<file path="src/rtl/psum_requant.sv">
// Partial-sum accumulator and requantizer for the adder-tree result stream.
// Groups cfg_tiles tree sums, then applies bias, rounding shift, ReLU and saturation into a small output FIFO.
module psum_requant #(
  parameter int ACC_W      = 20,
  parameter int PSUM_W     = 28,
  parameter int OUT_W      = 8,
  parameter int FIFO_DEPTH = 4
) (
  input  logic             clk,
  input  logic             rstn,
  input  logic             vld_i,
  input  logic [ACC_W-1:0] acc_i,
  input  logic [7:0]       cfg_tiles,
  input  logic [15:0]      cfg_bias,
  input  logic [4:0]       cfg_shift,
  input  logic             cfg_relu,
  output logic             out_vld_o,
  output logic [OUT_W-1:0] out_data_o,
  input  logic             out_rdy_i,
  output logic             busy_o,
  output logic             err_ovf_o
);

  localparam int PTR_W = $clog2(FIFO_DEPTH);
  localparam logic signed [PSUM_W:0] SAT_MAX = (PSUM_W+1)'((2 ** (OUT_W - 1)) - 1);
  localparam logic signed [PSUM_W:0] SAT_MIN = -SAT_MAX - (PSUM_W+1)'(1);

  typedef enum logic {IDLE, ACC} state_t;

  state_t                   state_reg;
  logic signed [PSUM_W-1:0] psum_reg;
  logic [7:0]               cnt_reg;
  logic [7:0]               tiles_reg;
  logic [15:0]              bias_reg;
  logic [4:0]               shift_reg;
  logic                     relu_reg;

  logic signed [PSUM_W-1:0] acc_ext;
  logic [7:0]               cnt_inc;
  assign acc_ext = {{(PSUM_W-ACC_W){acc_i[ACC_W-1]}}, acc_i};
  assign cnt_inc = cnt_reg + 8'd1;

  // Issue path: the group's configuration travels with its sum so a following
  // group may latch new settings while this one is still in the pipeline.
  logic                     issue_vld;
  logic signed [PSUM_W-1:0] issue_psum;
  logic [15:0]              issue_bias;
  logic [4:0]               issue_shift;
  logic                     issue_relu;

  always_comb begin
    issue_vld   = 1'b0;
    issue_psum  = acc_ext;
    issue_bias  = cfg_bias;
    issue_shift = cfg_shift;
    issue_relu  = cfg_relu;
    if (vld_i) begin
      if (state_reg == IDLE) begin
        issue_vld = (cfg_tiles <= 8'd1);
      end else begin
        issue_vld   = (cnt_inc == tiles_reg);
        issue_psum  = psum_reg + acc_ext;
        issue_bias  = bias_reg;
        issue_shift = shift_reg;
        issue_relu  = relu_reg;
      end
    end
  end

  always_ff @(posedge clk or negedge rstn) begin
    if (!rstn) begin
      state_reg <= IDLE;
      psum_reg  <= '0;
      cnt_reg   <= '0;
      tiles_reg <= '0;
      bias_reg  <= '0;
      shift_reg <= '0;
      relu_reg  <= 1'b0;
    end else if (vld_i) begin
      if (state_reg == IDLE) begin
        tiles_reg <= cfg_tiles;
        bias_reg  <= cfg_bias;
        shift_reg <= cfg_shift;
        relu_reg  <= cfg_relu;
        psum_reg  <= acc_ext;
        cnt_reg   <= 8'd1;
        state_reg <= (cfg_tiles <= 8'd1) ? IDLE : ACC;
      end else if (issue_vld) begin
        state_reg <= IDLE;
      end else begin
        psum_reg <= psum_reg + acc_ext;
        cnt_reg  <= cnt_inc;
      end
    end
  end

  // Stage 1: bias add.
  logic                     s1_vld_reg;
  logic signed [PSUM_W-1:0] s1_sum_reg;
  logic [4:0]               s1_shift_reg;
  logic                     s1_relu_reg;
  logic signed [PSUM_W-1:0] bias_ext;
  assign bias_ext = {{(PSUM_W-16){issue_bias[15]}}, issue_bias};

  always_ff @(posedge clk or negedge rstn) begin
    if (!rstn) begin
      s1_vld_reg   <= 1'b0;
      s1_sum_reg   <= '0;
      s1_shift_reg <= '0;
      s1_relu_reg  <= 1'b0;
    end else begin
      s1_vld_reg <= issue_vld;
      if (issue_vld) begin
        s1_sum_reg   <= issue_psum + bias_ext;
        s1_shift_reg <= issue_shift;
        s1_relu_reg  <= issue_relu;
      end
    end
  end

  // Stage 2: round-half-up shift, ReLU, saturate. One extra bit keeps the
  // rounding addend from overflowing at the top of the range.
  logic signed [PSUM_W:0] sum_w;
  logic signed [PSUM_W:0] rnd;
  logic signed [PSUM_W:0] r_shift;
  logic signed [PSUM_W:0] r_relu;
  logic [OUT_W-1:0]       s2_data_next;

  always_comb begin
    sum_w   = {s1_sum_reg[PSUM_W-1], s1_sum_reg};
    rnd     = '0;
    if (s1_shift_reg != 5'd0) rnd = (PSUM_W+1)'(1) << (s1_shift_reg - 5'd1);
    r_shift = (sum_w + rnd) >>> s1_shift_reg;
    r_relu  = (s1_relu_reg && r_shift[PSUM_W]) ? '0 : r_shift;
    if (r_relu > SAT_MAX)      s2_data_next = SAT_MAX[OUT_W-1:0];
    else if (r_relu < SAT_MIN) s2_data_next = SAT_MIN[OUT_W-1:0];
    else                       s2_data_next = r_relu[OUT_W-1:0];
  end

  logic             s2_vld_reg;
  logic [OUT_W-1:0] s2_data_reg;

  always_ff @(posedge clk or negedge rstn) begin
    if (!rstn) begin
      s2_vld_reg  <= 1'b0;
      s2_data_reg <= '0;
    end else begin
      s2_vld_reg <= s1_vld_reg;
      if (s1_vld_reg) s2_data_reg <= s2_data_next;
    end
  end

  // Output FIFO with a registered head so the last value is held when empty.
  logic [OUT_W-1:0] mem_reg [FIFO_DEPTH];
  logic [PTR_W-1:0] wr_ptr_reg, rd_ptr_reg, rd_next;
  logic [PTR_W:0]   count_reg, remain;
  logic [OUT_W-1:0] data_reg;
  logic             err_reg;
  logic             pop, full, push_ok;

  assign pop     = (count_reg != '0) && out_rdy_i;
  assign full    = (count_reg == (PTR_W+1)'(FIFO_DEPTH));
  assign push_ok = s2_vld_reg && (!full || pop);
  assign rd_next = rd_ptr_reg + PTR_W'(pop);
  assign remain  = count_reg - (PTR_W+1)'(pop);

  always_ff @(posedge clk or negedge rstn) begin
    if (!rstn) begin
      for (int i = 0; i < FIFO_DEPTH; i++) mem_reg[i] <= '0;
      wr_ptr_reg <= '0;
      rd_ptr_reg <= '0;
      count_reg  <= '0;
      data_reg   <= '0;
      err_reg    <= 1'b0;
    end else begin
      if (push_ok) begin
        mem_reg[wr_ptr_reg] <= s2_data_reg;
        wr_ptr_reg          <= wr_ptr_reg + PTR_W'(1);
      end
      rd_ptr_reg <= rd_next;
      count_reg  <= remain + (PTR_W+1)'(push_ok);
      if (push_ok && remain == '0)  data_reg <= s2_data_reg;
      else if (pop && remain != '0) data_reg <= mem_reg[rd_next];
      if (s2_vld_reg && full && !pop) err_reg <= 1'b1;
    end
  end

  assign out_vld_o  = (count_reg != '0);
  assign out_data_o = data_reg;
  assign err_ovf_o  = err_reg;
  assign busy_o     = (state_reg == ACC) || s1_vld_reg || s2_vld_reg;

endmodule
</file>
<file path="config.mk">
export PLATFORM = sky130hd
export DESIGN_NAME = psum_requant
export DESIGN_NICKNAME = d
export VERILOG_FILES = /design/src/rtl/psum_requant.sv
export SDC_FILE = /design/constraint.sdc
export NUM_CORES = 1
export LEC_CHECK = 0
export CAP_MARGIN = 20
export CORE_MARGIN = 1.5
export CORE_UTILIZATION = 35
export DETAILED_ROUTE_END_ITERATION = 7
export SYNTH_ARGS = -nofsm -noshare
export SYNTH_HDL_FRONTEND = slang
export SYNTH_SLANG_ARGS = --single-unit
</file>
<file path="constraint.sdc">
create_clock -name clk -period 15.4 [get_ports clk]
set_input_delay 1.54 -clock clk [delete_from_list [all_inputs] [get_ports clk]]
set_output_delay 1.54 -clock clk [all_outputs]
set_load 0.02 [all_outputs]
</file>
# After elaboration in Yosys (flattened, before gate mapping)
# Cells that the tools add are included.
# op_classes
n_addsub,9
reduce_logical,20
mux,29
order_cmp,6
bitwise,3
n_shift,2
n_eq_ne,3
# op_table
operator,count
28-bit 2-to-1 mux,4
8-bit 2-to-1 mux,9
29-bit 2-to-1 mux,2
32-bit bitwise mux,1
16-bit 2-to-1 mux,2
28-bit by 29-bit adder with 29-bit output,1
"29-bit by 8-bit greater-than comparator with 1-bit output, second input constant",1
"29-bit by 8-bit less-than comparator with 1-bit output, second input constant",1
"1-bit by 5-bit left shift with 29-bit output, first input constant",1
29-bit by 5-bit >>> shifter with 29-bit output,1
28-bit by 16-bit adder with 28-bit output,1
28-bit by 20-bit adder with 28-bit output,1
8-bit binary-select mux with 2-bit select,1
8-bit demux with 2-bit select,1
5-bit 2-to-1 mux,2
"8-bit by 1-bit adder with 8-bit output, second input constant",1
8-bit == test,1
"8-bit by 1-bit <= comparator with 1-bit output, second input constant",1
1-bit logical AND,8
1-bit 2-to-1 mux,7
"3-bit greater-or-equal comparator, second input constant",2
2-bit inverter with 3-bit output,2
3-bit nonzero test,2
5-bit nonzero test,1
other kinds (14),18
# word_totals
regBits,159
wordCells,94
out_inout_bits,11
input_bits,54

# Longest topological paths before layout
# depth
ltp_word,10
ltp_mapped,25
mapped_depth_nobuf,25

# Worst setup path after synthesis
# Ideal clock, no wire load.
# synth_timing
kind,reg-to-reg
from,register s1_shift_reg[2]
to,register s2_data_reg[4]
setup_ns,0.068
path_slack_ns,9.377
arrival_ns,5.955
path_stages_with_launch,24
required_ns,15.332
path_buffers,7
synth_period_minus_slack_ns,6.023
path_cell_list,dfrtp_1 -> clkbuf_1 -> clkbuf_1 -> buf_1 -> clkbuf_1 -> clkbuf_1 -> nor3_1 -> ha_1 -> buf_4 -> and2_1 -> buf_6 -> a221o_1 -> a221oi_2 -> nand2_2 -> xnor2_2 -> a22o_1 -> a221o_1 -> a2111oi_0 -> a2111oi_0 -> or4_1 -> nor4b_2 -> nand4b_2 -> o41ai_2 -> a221o_1
# synth_via
elab_chain_len,10
elab_cells_between_ends,12
classes_between,add/sub (2); order compare (2); shift (2); mux (4); reduce/logical (2)
# synth_lines
element,line,rtl
"start, declared",100,logic [4:0] s1_shift_reg;
"start signal, assigned",115,s1_shift_reg <= issue_shift;
5-bit by 1-bit subtractor with 5-bit output,132,if (s1_shift_reg != 5'd0) rnd = (PSUM_W+1)'(1) << (s1_shift_reg - 5'd1);
1-bit by 5-bit left shift with 29-bit output,132,
29-bit 2-to-1 mux,132,
28-bit by 29-bit adder with 29-bit output,133,r_shift = (sum_w + rnd) >>> s1_shift_reg;
29-bit by 5-bit >>> shifter with 29-bit output (*),133,
1-bit logical AND,134,r_relu = (s1_relu_reg && r_shift[PSUM_W]) ? '0 : r_shift;
29-bit 2-to-1 mux (*),134,
29-bit by 8-bit less-than comparator with 1-bit output,136,else if (r_relu < SAT_MIN) s2_data_next = SAT_MIN[OUT_W-1:0];
8-bit 2-to-1 mux,136,
8-bit 2-to-1 mux (*),135,if (r_relu > SAT_MAX) s2_data_next = SAT_MAX[OUT_W-1:0];
"end signal, assigned",149,if (s1_vld_reg) s2_data_reg <= s2_data_next;
"end, declared",141,logic [OUT_W-1:0] s2_data_reg;
# Mark *: on every way between the ends. The rest lies on a longest branch, timed or not.
# A chain may end at the register's enable or synchronous reset.

# Final worst setup path
# layout_timing
from,register s1_shift_reg[2]
to,register s2_data_reg[6]
# Same word-level chain as after synthesis.

==> impl_metrics.ini <==
[run_status]
status = complete, no violations

[min_path]
hold_path.startpoint = err_ovf_o$_DFFE_PN0P_
min_to = err_ovf_o$_DFFE_PN0P_
worst_hold_path.num_cells = 1
hold_class = flop to flop

[floorplanning]
die_w_um = 202
row_count = 72
core_um2 = 38900
start_util_pct = 35.8
die-area_um2 = 41000
chipHeight_um = 202
ios = 65

[route]
ant_nets = 0
via_count = 12200
wirelength_mm = 39.0
dr.first_iter.drc_count = 851
vias_per_cell = 5.63
wire_per_inst_um = 18.1
drtPass1Iterations = 6
drc = 0

[cts]
clock-root-buffer = clkbuf_16
cts_sinks = 159
clk_pin_slew_ns = 0.08
post-cts-setup-buffers = 0
cts_tree = done
cts.htree.levels = 4
cts_hold_buf = 0
numCtsBuffers = 17
cts_resized = 0
cts_buffer_depth = 2
clk_latency_ns = 0.47

[layout]
n_antenna_cell = 0
syn_to_final_growth_pct = 12.5
fin_nets = 1780
largest_reg_flops = 32
final_area_um2 = 15700
n_fill_cell = 3961
layout-drive-gt1-share_pct = 12.3

[setup_path]
ff2ff_path_depth = 19
r2r_slack_ns = 8.45
crit_type = flop to flop
rr_endpoint = s2_data_reg[6]$_DFFE_PN0P_
timing.rr.start = s1_shift_reg[2]$_DFFE_PN0P_
worstSetupEndpointType = flop
start_kind = flop
arrival_ns = 7.34
cp_max_fo = 49
required_ns = 15.79

[yosys]
netlist_instances = 1615
synth_top_area_cell = dfrtp_1
netlist.area_leader.share_pct = 28.6
synth_edf_count = 0
synth.area.top_cells = dfrtp_1 (29%), mux2_2 (8.5%), ha_1 (8.3%)
synth_fp_nets = 1764
ys_ff_latch = 159
ys_warn_count = 0
synth_ff_type = dfrtp_1
synthesis.area_um2 = 13900
yosysSeqAreaShare_pct = 28.6
async_flop_share_pct = 100
avgSynthCellArea_um2 = 8.62
synth_cell_types = 90

[placed_design]
gp_congestion = 0.918
place_hpwl_mm = 28.7
post_dp_cell_area_um2 = 15000
io_buffer_count = 64

[sta]
period_minus_slack_ns = 6.95
period_share_pct = 45.1
hold_viol = 0
setup_viol = 0
final.setup.tns_ns = 0
finalClockSkew_ns = 0.0210
drv_slew = 0
slew_headroom_pct = 30.9
rsz0062_at_grt = no
worstMarginPinSlew_ns = 1.03
timing.fmax_mhz = 144

[global_routing]
antenna_found_initial = 0
grt_max_degree = 71
grt_remaining_overflow = 0
grt_pass1_wl_mm = 64.6
grt_util_all_layers_pct = 19.6
grt_pass1_vias = 12000

[run]
drv_cap = 0

[power_and_ir_drop]
pwr_density_cell_nw_per_um2 = 218
leakage_nw = 7.00
vdd_ir_drop_max_v = 0.000110
-- synth_stat cells, types with 8 or more instances --
library cell    n
a211oi_1       19
a21o_1         31
a21oi_1       110
a221o_1        13
a31oi_1        13
and2_1         13
and3_1         11
buf_1           8
buf_2           9
clkbuf_1       66
dfrtp_1       159
ha_1           92
inv_1          38
mux2_2        105
mux2i_1        44
mux4_2         13
nand2_1       181
nand2b_1       12
nand3_1        36
nand4_1        12
nor2_1        138
nor2b_1         9
nor3_1         27
nor4_1         11
o211ai_1       13
o21a_1         17
o21ai_0       133
o21ai_1         8
o21bai_1       22
o22ai_1        13
o31ai_1        16
or3_1          11
xnor2_1        54
xor2_1         32
-- routing by layer --
| metal | share of wire [%] | global-route usage, % |
|---|---|---|
| met5 | 0 | 0 |
| met4 | 2.9 | 7.20 |
| met3 | 4.1 | 2.99 |
| met2 | 47 | 32.6 |
| met1 | 46 | 25.7 |
-- report_power, final --
group / internal, mW / leakage, nW / total (mW) / switching (mW)
Sequential: 0.604 / 2.01 / 0.726 / 0.123
Combinational: 0.934 / 4.70 / 2.21 / 1.28
Clock: 0.280 / 0.302 / 0.469 / 0.189
Total: 1.82 / 7.00 / 3.41 / 1.59
-- layout by cell type (no fill, tap or decap), types with 22 or more instances in the layout --
| cell | n |
|---|---|
| o21bai_1 | 22 |
| ha_1 | 92 |
| mux2_2 | 105 |
| nand2_1 | 179 |
| inv_1 | 38 |
| a21o_1 | 31 |
| nor2_1 | 138 |
| clkdlybuf4s50_1 | 63 |
| nor3_1 | 27 |
| xor2_1 | 32 |
| a21oi_1 | 110 |
| mux2i_1 | 44 |
| dfrtp_1 | 158 |
| nand3_1 | 36 |
| o21ai_0 | 133 |
| xnor2_1 | 54 |
-- stage by stage --
step | hold WS (ns) | power (mW) | util [%] | std cells | setup WS, ns
after floorplan | 0.438 | 2.39 | - | 1615 | 9.38
after global placement | 0.442 | 2.89 | 38.6 | 2129 | 8.34
after detailed placement | 0.445 | 2.92 | 38.6 | 2129 | 8.27
after CTS | 0.459 | 3.41 | 40.2 | 2160 | 8.59
after global routing | 0.474 | 3.72 | 40.2 | 2161 | 7.98
final | 0.455 | 3.41 | 40.2 | 2161 | 8.45
-- layout make-up --
type	count	area, µm²	area share, %
Tap cell	518	648	4.14
Timing Repair Buffer	83	790	5.04
Clock buffer	19	453	2.89
Sequential cell	159	3980	25.4
Multi-Input combinational cell	1329	9450	60.4
Inverter	41	154	0.983
Clock inverter	12	183	1.17
-- worst max path at each step --
stage	from	cells after the start	slack, ns	to
CTS	s1_shift_reg[0]$_DFFE_PN0P_	19	8.59	s2_data_reg[4]$_DFFE_PN0P_
global route	s1_shift_reg[2]$_DFFE_PN0P_	20	7.98	s2_data_reg[6]$_DFFE_PN0P_
finish	s1_shift_reg[2]$_DFFE_PN0P_	19	8.45	s2_data_reg[6]$_DFFE_PN0P_
global placement	acc_i[0]	25	8.34	s1_sum_reg[27]$_DFFE_PN0P_
detailed placement	acc_i[0]	25	8.27	s1_sum_reg[27]$_DFFE_PN0P_
floorplan	s1_shift_reg[2]$_DFFE_PN0P_	23	9.38	s2_data_reg[4]$_DFFE_PN0P_
-- logic make-up (layout without fill, tap and decap cells) --
family / after synthesis / after routing / share of synthesized area [%]
compound gates: 492 / 492 / 23.3
flops: 159 / 159 / 28.6
mux: 162 / 162 / 13.8
buf+inv: 127 / 155 / 3.61
xor+xnor: 88 / 88 / 5.69
simple gates: 492 / 492 / 16.4
fa+ha+maj: 95 / 95 / 8.70
-- worst max-delay path, cell delays in order, from the launching register on --
cell      delay (ns)
dfrtp_1         0.36
buf_4           0.30
inv_1           0.67
nand2_1         0.40
nor2_1          0.46
nand2_1         0.18
fa_1            0.44
nand2b_1        0.22
a21oi_4         0.25
o21ai_0         0.17
o211ai_1        0.45
and3_1          0.29
or3_1           0.59
o22ai_1         0.16
nor2_1          0.54
a21oi_1         0.19
a21oi_1         0.22
nor4b_1         0.08
o31ai_1         0.64
a221o_1         0.21
Power figures use the tool's default switching activity.
